**src/rtl/scr1_dmem_arb_pkg.sv**
```systemverilog
// Shared types for the DMEM arbiter slice: memory-interface enums, vector data type,
// owner id and arbitration FSM encoding.
package scr1_dmem_arb_pkg;

    localparam int SCR1_DMEM_AWIDTH  = 32;
    localparam int SCR1_VECTOR_WIDTH = 64;

    typedef logic [SCR1_VECTOR_WIDTH-1:0] type_vector;

    typedef enum logic {
        SCR1_MEM_CMD_RD = 1'b0,
        SCR1_MEM_CMD_WR = 1'b1
    } type_scr1_mem_cmd_e;

    typedef enum logic [1:0] {
        SCR1_MEM_WIDTH_BYTE   = 2'b00,
        SCR1_MEM_WIDTH_HWORD  = 2'b01,
        SCR1_MEM_WIDTH_WORD   = 2'b10,
        SCR1_MEM_WIDTH_VECTOR = 2'b11
    } type_scr1_mem_width_e;

    typedef enum logic [1:0] {
        SCR1_MEM_RESP_NOTRDY = 2'b00,
        SCR1_MEM_RESP_RDY_OK = 2'b01,
        SCR1_MEM_RESP_RDY_ER = 2'b10
    } type_scr1_mem_resp_e;

    typedef enum logic {
        SCR1_ARB_LSU  = 1'b0,
        SCR1_ARB_VDMA = 1'b1
    } type_scr1_dmem_arb_owner_e;

    typedef enum logic {
        ARB_FREE = 1'b0,
        ARB_HOLD = 1'b1
    } type_scr1_dmem_arb_state_e;

    function automatic type_scr1_dmem_arb_owner_e scr1_arb_other(
        input type_scr1_dmem_arb_owner_e owner
    );
        return (owner == SCR1_ARB_LSU) ? SCR1_ARB_VDMA : SCR1_ARB_LSU;
    endfunction

endpackage : scr1_dmem_arb_pkg

```
**src/rtl/scr1_dmem_arb_if.sv**
```systemverilog
// scr1_memif request/ack/response bundle; master issues requests, slave acknowledges and responds.
interface scr1_dmem_arb_if;
    import scr1_dmem_arb_pkg::*;

    // A request is accepted in the cycle where req & req_ack are both high; the master holds
    // req and its cmd/width/addr/wdata stable until then. A response is any cycle with
    // resp != NOTRDY and is returned in the order requests were accepted.
    logic                 req;
    type_scr1_mem_cmd_e   cmd;
    type_scr1_mem_width_e width;
    logic [SCR1_DMEM_AWIDTH-1:0] addr;
    type_vector           wdata;
    logic                 req_ack;
    type_vector           rdata;
    type_scr1_mem_resp_e  resp;

    modport master (
        output req, cmd, width, addr, wdata,
        input  req_ack, rdata, resp
    );

    modport slave (
        input  req, cmd, width, addr, wdata,
        output req_ack, rdata, resp
    );

endinterface : scr1_dmem_arb_if

```
**src/rtl/scr1_arb_owner_fifo.sv**
```systemverilog
// Owner FIFO: remembers which port issued each accepted DMEM transaction so responses
// can be returned to it in order.
module scr1_arb_owner_fifo
    import scr1_dmem_arb_pkg::*;
#(
    parameter int DEPTH = 2
) (
    input  logic                      clk,
    input  logic                      rst,
    input  logic                      push,
    input  type_scr1_dmem_arb_owner_e push_owner,
    input  logic                      pop,
    output type_scr1_dmem_arb_owner_e head_owner,
    output logic                      full,
    output logic                      empty
);

    localparam int PW = (DEPTH > 1) ? $clog2(DEPTH) : 1;
    localparam int CW = $clog2(DEPTH + 1);
    localparam logic [PW-1:0] LAST = PW'(DEPTH - 1);

    type_scr1_dmem_arb_owner_e mem [DEPTH];
    logic [PW-1:0] wr_ptr;
    logic [PW-1:0] rd_ptr;
    logic [CW-1:0] count;
    logic          do_push;
    logic          do_pop;

    assign do_push = push & ~full;
    assign do_pop  = pop & ~empty;

    // Pointers wrap explicitly so non-power-of-two depths behave correctly.
    always_ff @(posedge clk) begin
        if (rst) begin
            wr_ptr <= '0;
            rd_ptr <= '0;
            count  <= '0;
            for (int i = 0; i < DEPTH; i++) begin
                mem[i] <= SCR1_ARB_LSU;
            end
        end else begin
            if (do_push) begin
                mem[wr_ptr] <= push_owner;
                wr_ptr      <= (wr_ptr == LAST) ? '0 : wr_ptr + 1'b1;
            end
            if (do_pop) begin
                rd_ptr <= (rd_ptr == LAST) ? '0 : rd_ptr + 1'b1;
            end
            case ({do_push, do_pop})
                2'b10:   count <= count + 1'b1;
                2'b01:   count <= count - 1'b1;
                default: count <= count;
            endcase
        end
    end

    assign full       = (count == CW'(DEPTH));
    assign empty      = (count == '0);
    assign head_owner = mem[rd_ptr];

endmodule : scr1_arb_owner_fifo

```
**src/rtl/scr1_dmem_arb.sv**
```systemverilog
// Two-port DMEM arbiter (LSU / vector DMA): round-robin or LSU-priority grant held until
// acknowledged, with an owner FIFO steering each response back to the issuing port.
module scr1_dmem_arb
    import scr1_dmem_arb_pkg::*;
#(
    parameter int OUTST_DEPTH = 2,
    parameter bit LSU_PRIO    = 1'b0
) (
    input  logic                      clk,
    input  logic                      rst,
    scr1_dmem_arb_if.slave            lsu,
    scr1_dmem_arb_if.slave            vdma,
    scr1_dmem_arb_if.master           dmem,
    output logic                      arb_busy,
    output logic                      arb_err,
    output type_scr1_dmem_arb_state_e arb_state
);

    type_scr1_dmem_arb_state_e state;
    type_scr1_dmem_arb_owner_e hold_owner;
    type_scr1_dmem_arb_owner_e rr_ptr;
    type_scr1_dmem_arb_owner_e winner;
    type_scr1_dmem_arb_owner_e grant;
    type_scr1_dmem_arb_owner_e head_owner;
    logic fifo_full;
    logic fifo_empty;
    logic gnt_req;
    logic push;
    logic pop;
    logic resp_vld;
    logic lsu_gnt;

    // Contention is resolved by fixed LSU priority or by rr_ptr; a lone requester always wins.
    always_comb begin
        winner = SCR1_ARB_LSU;
        if (lsu.req && vdma.req) begin
            winner = LSU_PRIO ? SCR1_ARB_LSU : rr_ptr;
        end else if (vdma.req) begin
            winner = SCR1_ARB_VDMA;
        end
    end

    assign grant   = (state == ARB_HOLD) ? hold_owner : winner;
    assign lsu_gnt = (grant == SCR1_ARB_LSU);
    assign gnt_req = lsu_gnt ? lsu.req : vdma.req;

    // No pass-through when full: a same-cycle pop does not free a slot for forwarding.
    assign dmem.req   = gnt_req & ~fifo_full;
    assign dmem.cmd   = lsu_gnt ? lsu.cmd   : vdma.cmd;
    assign dmem.width = lsu_gnt ? lsu.width : vdma.width;
    assign dmem.addr  = lsu_gnt ? lsu.addr  : vdma.addr;
    assign dmem.wdata = lsu_gnt ? lsu.wdata : vdma.wdata;

    assign push         = dmem.req & dmem.req_ack;
    assign lsu.req_ack  = push &  lsu_gnt;
    assign vdma.req_ack = push & ~lsu_gnt;

    assign resp_vld = (dmem.resp != SCR1_MEM_RESP_NOTRDY);
    assign pop      = resp_vld & ~fifo_empty;

    always_comb begin
        lsu.resp   = SCR1_MEM_RESP_NOTRDY;
        lsu.rdata  = '0;
        vdma.resp  = SCR1_MEM_RESP_NOTRDY;
        vdma.rdata = '0;
        if (pop) begin
            if (head_owner == SCR1_ARB_LSU) begin
                lsu.resp  = dmem.resp;
                lsu.rdata = dmem.rdata;
            end else begin
                vdma.resp  = dmem.resp;
                vdma.rdata = dmem.rdata;
            end
        end
    end

    always_ff @(posedge clk) begin
        if (rst) begin
            state      <= ARB_FREE;
            hold_owner <= SCR1_ARB_LSU;
            rr_ptr     <= SCR1_ARB_LSU;
            arb_err    <= 1'b0;
        end else begin
            case (state)
                ARB_FREE: begin
                    if (dmem.req && !dmem.req_ack) begin
                        state      <= ARB_HOLD;
                        hold_owner <= grant;
                    end
                end
                ARB_HOLD: begin
                    if (push) begin
                        state <= ARB_FREE;
                    end
                end
                default: state <= ARB_FREE;
            endcase
            if (push && !LSU_PRIO) begin
                rr_ptr <= scr1_arb_other(grant);
            end
            // A response with nothing outstanding is dropped and flagged until reset.
            if (resp_vld && fifo_empty) begin
                arb_err <= 1'b1;
            end
        end
    end

    scr1_arb_owner_fifo #(
        .DEPTH (OUTST_DEPTH)
    ) i_owner_fifo (
        .clk        (clk),
        .rst        (rst),
        .push       (push),
        .push_owner (grant),
        .pop        (pop),
        .head_owner (head_owner),
        .full       (fifo_full),
        .empty      (fifo_empty)
    );

    assign arb_busy  = ~fifo_empty;
    assign arb_state = state;

endmodule : scr1_dmem_arb

```
**src/flat_wrapper.sv**
```systemverilog
// flat-port wrapper written by rule: the top's interface ports become plain ports
module scr1_dmem_arb_flat import scr1_dmem_arb_pkg::*;
#(
    parameter int OUTST_DEPTH = 2,
    parameter bit LSU_PRIO    = 1'b0
)
  (clk, rst, arb_busy, arb_err, arb_state, lsu_req, lsu_cmd, lsu_width, lsu_addr, lsu_wdata, lsu_req_ack, lsu_rdata, lsu_resp, vdma_req, vdma_cmd, vdma_width, vdma_addr, vdma_wdata, vdma_req_ack, vdma_rdata, vdma_resp, dmem_req, dmem_cmd, dmem_width, dmem_addr, dmem_wdata, dmem_req_ack, dmem_rdata, dmem_resp);
  scr1_dmem_arb_if lsu_i ();
  scr1_dmem_arb_if vdma_i ();
  scr1_dmem_arb_if dmem_i ();
  input  logic clk;
  input  logic rst;
  output logic arb_busy;
  output logic arb_err;
  output type_scr1_dmem_arb_state_e arb_state;
  input wire logic [$bits(lsu_i.req)-1:0] lsu_req;
  input wire logic [$bits(lsu_i.cmd)-1:0] lsu_cmd;
  input wire logic [$bits(lsu_i.width)-1:0] lsu_width;
  input wire logic [$bits(lsu_i.addr)-1:0] lsu_addr;
  input wire logic [$bits(lsu_i.wdata)-1:0] lsu_wdata;
  output wire logic [$bits(lsu_i.req_ack)-1:0] lsu_req_ack;
  output wire logic [$bits(lsu_i.rdata)-1:0] lsu_rdata;
  output wire logic [$bits(lsu_i.resp)-1:0] lsu_resp;
  input wire logic [$bits(vdma_i.req)-1:0] vdma_req;
  input wire logic [$bits(vdma_i.cmd)-1:0] vdma_cmd;
  input wire logic [$bits(vdma_i.width)-1:0] vdma_width;
  input wire logic [$bits(vdma_i.addr)-1:0] vdma_addr;
  input wire logic [$bits(vdma_i.wdata)-1:0] vdma_wdata;
  output wire logic [$bits(vdma_i.req_ack)-1:0] vdma_req_ack;
  output wire logic [$bits(vdma_i.rdata)-1:0] vdma_rdata;
  output wire logic [$bits(vdma_i.resp)-1:0] vdma_resp;
  output wire logic [$bits(dmem_i.req)-1:0] dmem_req;
  output wire logic [$bits(dmem_i.cmd)-1:0] dmem_cmd;
  output wire logic [$bits(dmem_i.width)-1:0] dmem_width;
  output wire logic [$bits(dmem_i.addr)-1:0] dmem_addr;
  output wire logic [$bits(dmem_i.wdata)-1:0] dmem_wdata;
  input wire logic [$bits(dmem_i.req_ack)-1:0] dmem_req_ack;
  input wire logic [$bits(dmem_i.rdata)-1:0] dmem_rdata;
  input wire logic [$bits(dmem_i.resp)-1:0] dmem_resp;
  assign lsu_i.req = lsu_req;
  assign lsu_i.cmd = lsu_cmd;
  assign lsu_i.width = lsu_width;
  assign lsu_i.addr = lsu_addr;
  assign lsu_i.wdata = lsu_wdata;
  assign lsu_req_ack = lsu_i.req_ack;
  assign lsu_rdata = lsu_i.rdata;
  assign lsu_resp = lsu_i.resp;
  assign vdma_i.req = vdma_req;
  assign vdma_i.cmd = vdma_cmd;
  assign vdma_i.width = vdma_width;
  assign vdma_i.addr = vdma_addr;
  assign vdma_i.wdata = vdma_wdata;
  assign vdma_req_ack = vdma_i.req_ack;
  assign vdma_rdata = vdma_i.rdata;
  assign vdma_resp = vdma_i.resp;
  assign dmem_req = dmem_i.req;
  assign dmem_cmd = dmem_i.cmd;
  assign dmem_width = dmem_i.width;
  assign dmem_addr = dmem_i.addr;
  assign dmem_wdata = dmem_i.wdata;
  assign dmem_i.req_ack = dmem_req_ack;
  assign dmem_i.rdata = dmem_rdata;
  assign dmem_i.resp = dmem_resp;
  scr1_dmem_arb #(.OUTST_DEPTH(OUTST_DEPTH), .LSU_PRIO(LSU_PRIO)) u_core (.clk(clk), .rst(rst), .lsu(lsu_i), .vdma(vdma_i), .dmem(dmem_i), .arb_busy(arb_busy), .arb_err(arb_err), .arb_state(arb_state));
endmodule
```
**config.mk**
```make
export PLATFORM = sky130hd
export DESIGN_NAME = scr1_dmem_arb_flat
export DESIGN_NICKNAME = d
export VERILOG_FILES = /design/src/rtl/scr1_dmem_arb_pkg.sv /design/src/rtl/scr1_dmem_arb_if.sv /design/src/rtl/scr1_arb_owner_fifo.sv /design/src/rtl/scr1_dmem_arb.sv /design/src/flat_wrapper.sv
export SDC_FILE = /design/constraint.sdc
export NUM_CORES = 1
export LEC_CHECK = 0
export ABC_AREA = 1
export ABC_CLOCK_PERIOD_IN_PS = 2300
export CELL_PAD_IN_SITES_DETAIL_PLACEMENT = 0
export CELL_PAD_IN_SITES_GLOBAL_PLACEMENT = 1
export CORE_AREA = 4 4 195 197
export DETAILED_ROUTE_END_ITERATION = 8
export DIE_AREA = 0 0 199 201
export MAX_ROUTING_LAYER = met4
export PLACE_DENSITY_LB_ADDON = 0.1
export SYNTH_ARGS = -nofsm -noshare
export SYNTH_HDL_FRONTEND = slang
export SYNTH_SLANG_ARGS = --single-unit
```
**constraint.sdc**
```tcl
create_clock -name clk -period 2.3 [get_ports clk]
set_clock_uncertainty 0.2 [all_clocks]
set_input_delay 0.46 -clock clk [delete_from_list [all_inputs] [get_ports clk]]
set_output_delay 0.46 -clock clk [all_outputs]
set_load 0.03 [all_outputs]
```
==> reports/metrics.csv <==
metric,value,unit
# IOs,506,
Slew Limit Headroom,0.724,
fin. max-slew vios,0,
Filler cells,3956,
internal reg-to-reg setup slack,-0.01,ns
Overflow after GRT,0,
Synth area leader,nor3_2,
Via Count,6072,
synth warn,0,
final hold violations,0,
Pwr Density,938,nW/µm²
vias in the first global route,6287,
Die Width,199,µm
unrepaired setup endpoints after global routing,yes,
initial antenna violation count,7,
H-tree level count,1,
first-pass GRT wire length,41500,µm
synth unique cells,26,
Critical R2R Launch,u_core.rr_ptr$_SDFFE_PP0P_,
Post-Route Utilization,0.310,
status,"complete, but fails checks",
clock transition at the registers of the reported paths,0.04,ns
"leading cell type in the layout, fill and taps excluded",clkdlybuf4s50_1,
Die Height,201,µm
max frequency,433,MHz
Hold Crit Depth,1,
worst vdd ir,0.409,mV
worst min-delay path category,reg2reg,
Worst Setup End Kind,flop,
WP data arrival,2.24,ns
Leak,5.25,nW
crit-path most repeated cell,buf_4,
Tmin final,2.31,ns
DR pass1 iterations,4,
dpl hpwl,24000,µm
CTS Hold Buffers Added,0,
"Seq/Total Area, Yosys",0.0679,
most frequent cells in the layout,"267 x clkdlybuf4s50_1, 210 x nand2_1, 167 x buf_4",
number of synthesized register bits,11,
synthesized instance count,622,
worst setup margin,-0.0107,ns
layout cells sized above 1,0.497,
Synth area leaders,"nor3_2 34%, nand2_1 33%, inv_1 8.1%",
period utilisation layout,1.00,
latest clock arrival within the worst-skew pair,0.24,ns
WHS,0.249,ns
Max-cap violations,0,
Wirelength per Cell,18.8,µm
r2r worst-path depth,16,
Synth Area per Inst,5.69,µm²
family with the most delay on the worst path,buffers and inverters,
vias per cell,3.65,
Setup-failing EPs final,1,
clk sinks,11,
final antenna-violating net count,0,
Worst path slowest cell,dfxtp_1,
placement row count,70,
Slew @ Worst Pin,0.414,ns
CP Max Fanout,2,
Buffers on Ports,505,
Area growth syn-to-layout,218,%
root buffer selected by CTS,clkbuf_16,
Mapped Area,3540,µm²
TritonCTS buffer count,3,
crit path cell chain,inv_2 -> nand2_2 -> buf_4 -> buf_4 -> buf_4 -> buf_4 -> buf_4 -> buf_4 -> buf_4 -> buf_4 -> buf_4 -> buf_4 -> buf_4 -> buf_4 -> a21oi_2 -> nor2_1,
CTS max path bufs,2,
Critical Path Max Stage Delay,0.30,ns
Die Area,40000,µm²
post-synthesis net count,892,
DRT iter0 DRCs,112,
Nets,1457,
Core Area,36300,µm²
worst path bufs/invs,13,
Total Power,10.6,mW
largest net degree at the start of global routing,59,
Initial Util,0.0976,
Critical Path RT,2.23,ns
Hold EP,u_core.i_owner_fifo.rd_ptr$_SDFFE_PP0P_,
failing checks,setup timing,
post-synth top area share,0.339,
final WL,31200,µm
R2R Path End,u_core.hold_owner$_SDFFE_PP0P_,
critical path type,reg2reg,
GP Congestion,0.791,
Worst setup SP type,flop,
hold path startpoint,u_core.i_owner_fifo.rd_ptr$_SDFFE_PP0P_,
CTS tree,yes,
DR DRC count,0,
GRT Overall Usage,0.143,
## routing by layer
metal  share of wire  vias to the layer above  wire length [µm]  track usage
li1                -                     3054                 -            -
met1            0.32                     2678             10100        0.133
met2            0.55                      311             17200        0.277
met3            0.10                       29              3270       0.0522
met4           0.021                        0               658       0.0283
met5               0                        -                 0            -
## worst reg2reg max path, stage by stage (launching register included)
cell and delay [ns]:
dfxtp_1 0.30, inv_2 0.06, nand2_2 0.07, buf_4 0.13
buf_4 0.12, buf_4 0.12, buf_4 0.12, buf_4 0.12
buf_4 0.12, buf_4 0.12, buf_4 0.12, buf_4 0.12
buf_4 0.12, buf_4 0.12, buf_4 0.12, a21oi_2 0.10
nor2_1 0.05
## metrics by stage
| step | cells | setup slack, ns | TNS [ns] | cell area, µm² |
|---|---|---|---|---|
| global route | 1661 | -0.0878 | -5.97 | 11300 |
| CTS | 1641 | -0.0490 | -0.512 | 10400 |
| global placement | 1593 | -0.489 | -70.32 | 9280 |
| detailed placement | 1593 | -0.460 | -69.13 | 9280 |
| floorplan | 622 | -0.00549 | -0.0110 | 3540 |
| finish | 1662 | -0.0107 | -0.0107 | 11300 |
## cell type report
type | instances | area (µm²) | area share
timing repair buffer | 608 | 6720 | 0.597
multi-input combinational | 480 | 3220 | 0.286
tap | 468 | 586 | 0.0520
inverter | 81 | 348 | 0.0309
sequential | 11 | 251 | 0.0223
clock buffer | 4 | 78.8 | 0.00700
timing repair inverter | 2 | 32.5 | 0.00289
antenna | 8 | 20.0 | 0.00178
## worst max-delay path by stage
stage / slack [ns] / endpoint / start / cells past startpoint
6_report: -0.01 / u_core.hold_owner$_SDFFE_PP0P_ / u_core.rr_ptr$_SDFFE_PP0P_ / 16
5_1_grt: -0.09 / lsu_rdata[15] / u_core.i_owner_fifo.mem[0]$_SDFFCE_PN0P_ / 6
4_1_cts: -0.05 / lsu_rdata[52] / u_core.i_owner_fifo.mem[0]$_SDFFCE_PN0P_ / 6
3_5_place_dp: -0.46 / dmem_addr[19] / vdma_req / 11
3_3_place_gp: -0.49 / dmem_wdata[50] / vdma_req / 9
2_1_floorplan: -0.005 / lsu_resp[0] / u_core.i_owner_fifo.mem[0]$_SDFFCE_PN0P_ / 6
## kinds of logic after synthesis
family / count (synthesis) / synth area share
AOI/OAI and AO/OA: 11 / 0.0194
adders and majority gates: 1 / 0.00353
buffers and inverters: 131 / 0.184
DFF: 11 / 0.0679
and+or+nand+nor: 468 / 0.725
## synth_stat cells (all sizes together)
| master | count |
|---|---|
| nand4 | 2 |
| inv | 80 |
| clkbuf | 2 |
| nand3 | 4 |
| o21ai | 2 |
| nor3 | 135 |
| ha | 1 |
| a21oi | 8 |
| dfxtp | 9 |
| nand2 | 312 |
| and3 | 1 |
| clkinv | 1 |
| buf | 48 |
| or2 | 1 |
| nor2 | 13 |
| edfxtp | 2 |
| o21bai | 1 |
## power by group
| part | switching [mW] | internal, mW | leakage, nW | total (mW) |
|---|---|---|---|---|
| logic | 5.52 | 4.40 | 5.12 | 9.92 |
| registers | 0.0539 | 0.271 | 0.0974 | 0.325 |
| clock network | 0.0846 | 0.233 | 0.0382 | 0.317 |
| total | 5.66 | 4.90 | 5.25 | 10.6 |
## what timing repair did
action | CTS | global route
setup endpoints to repair | 233 | 224
pin swaps | 54 | 53
gates cloned | 14 | 11
gates resized for setup | 157 | 156
buffers inserted | 30 | 4
(Power assumes the default switching activity.)
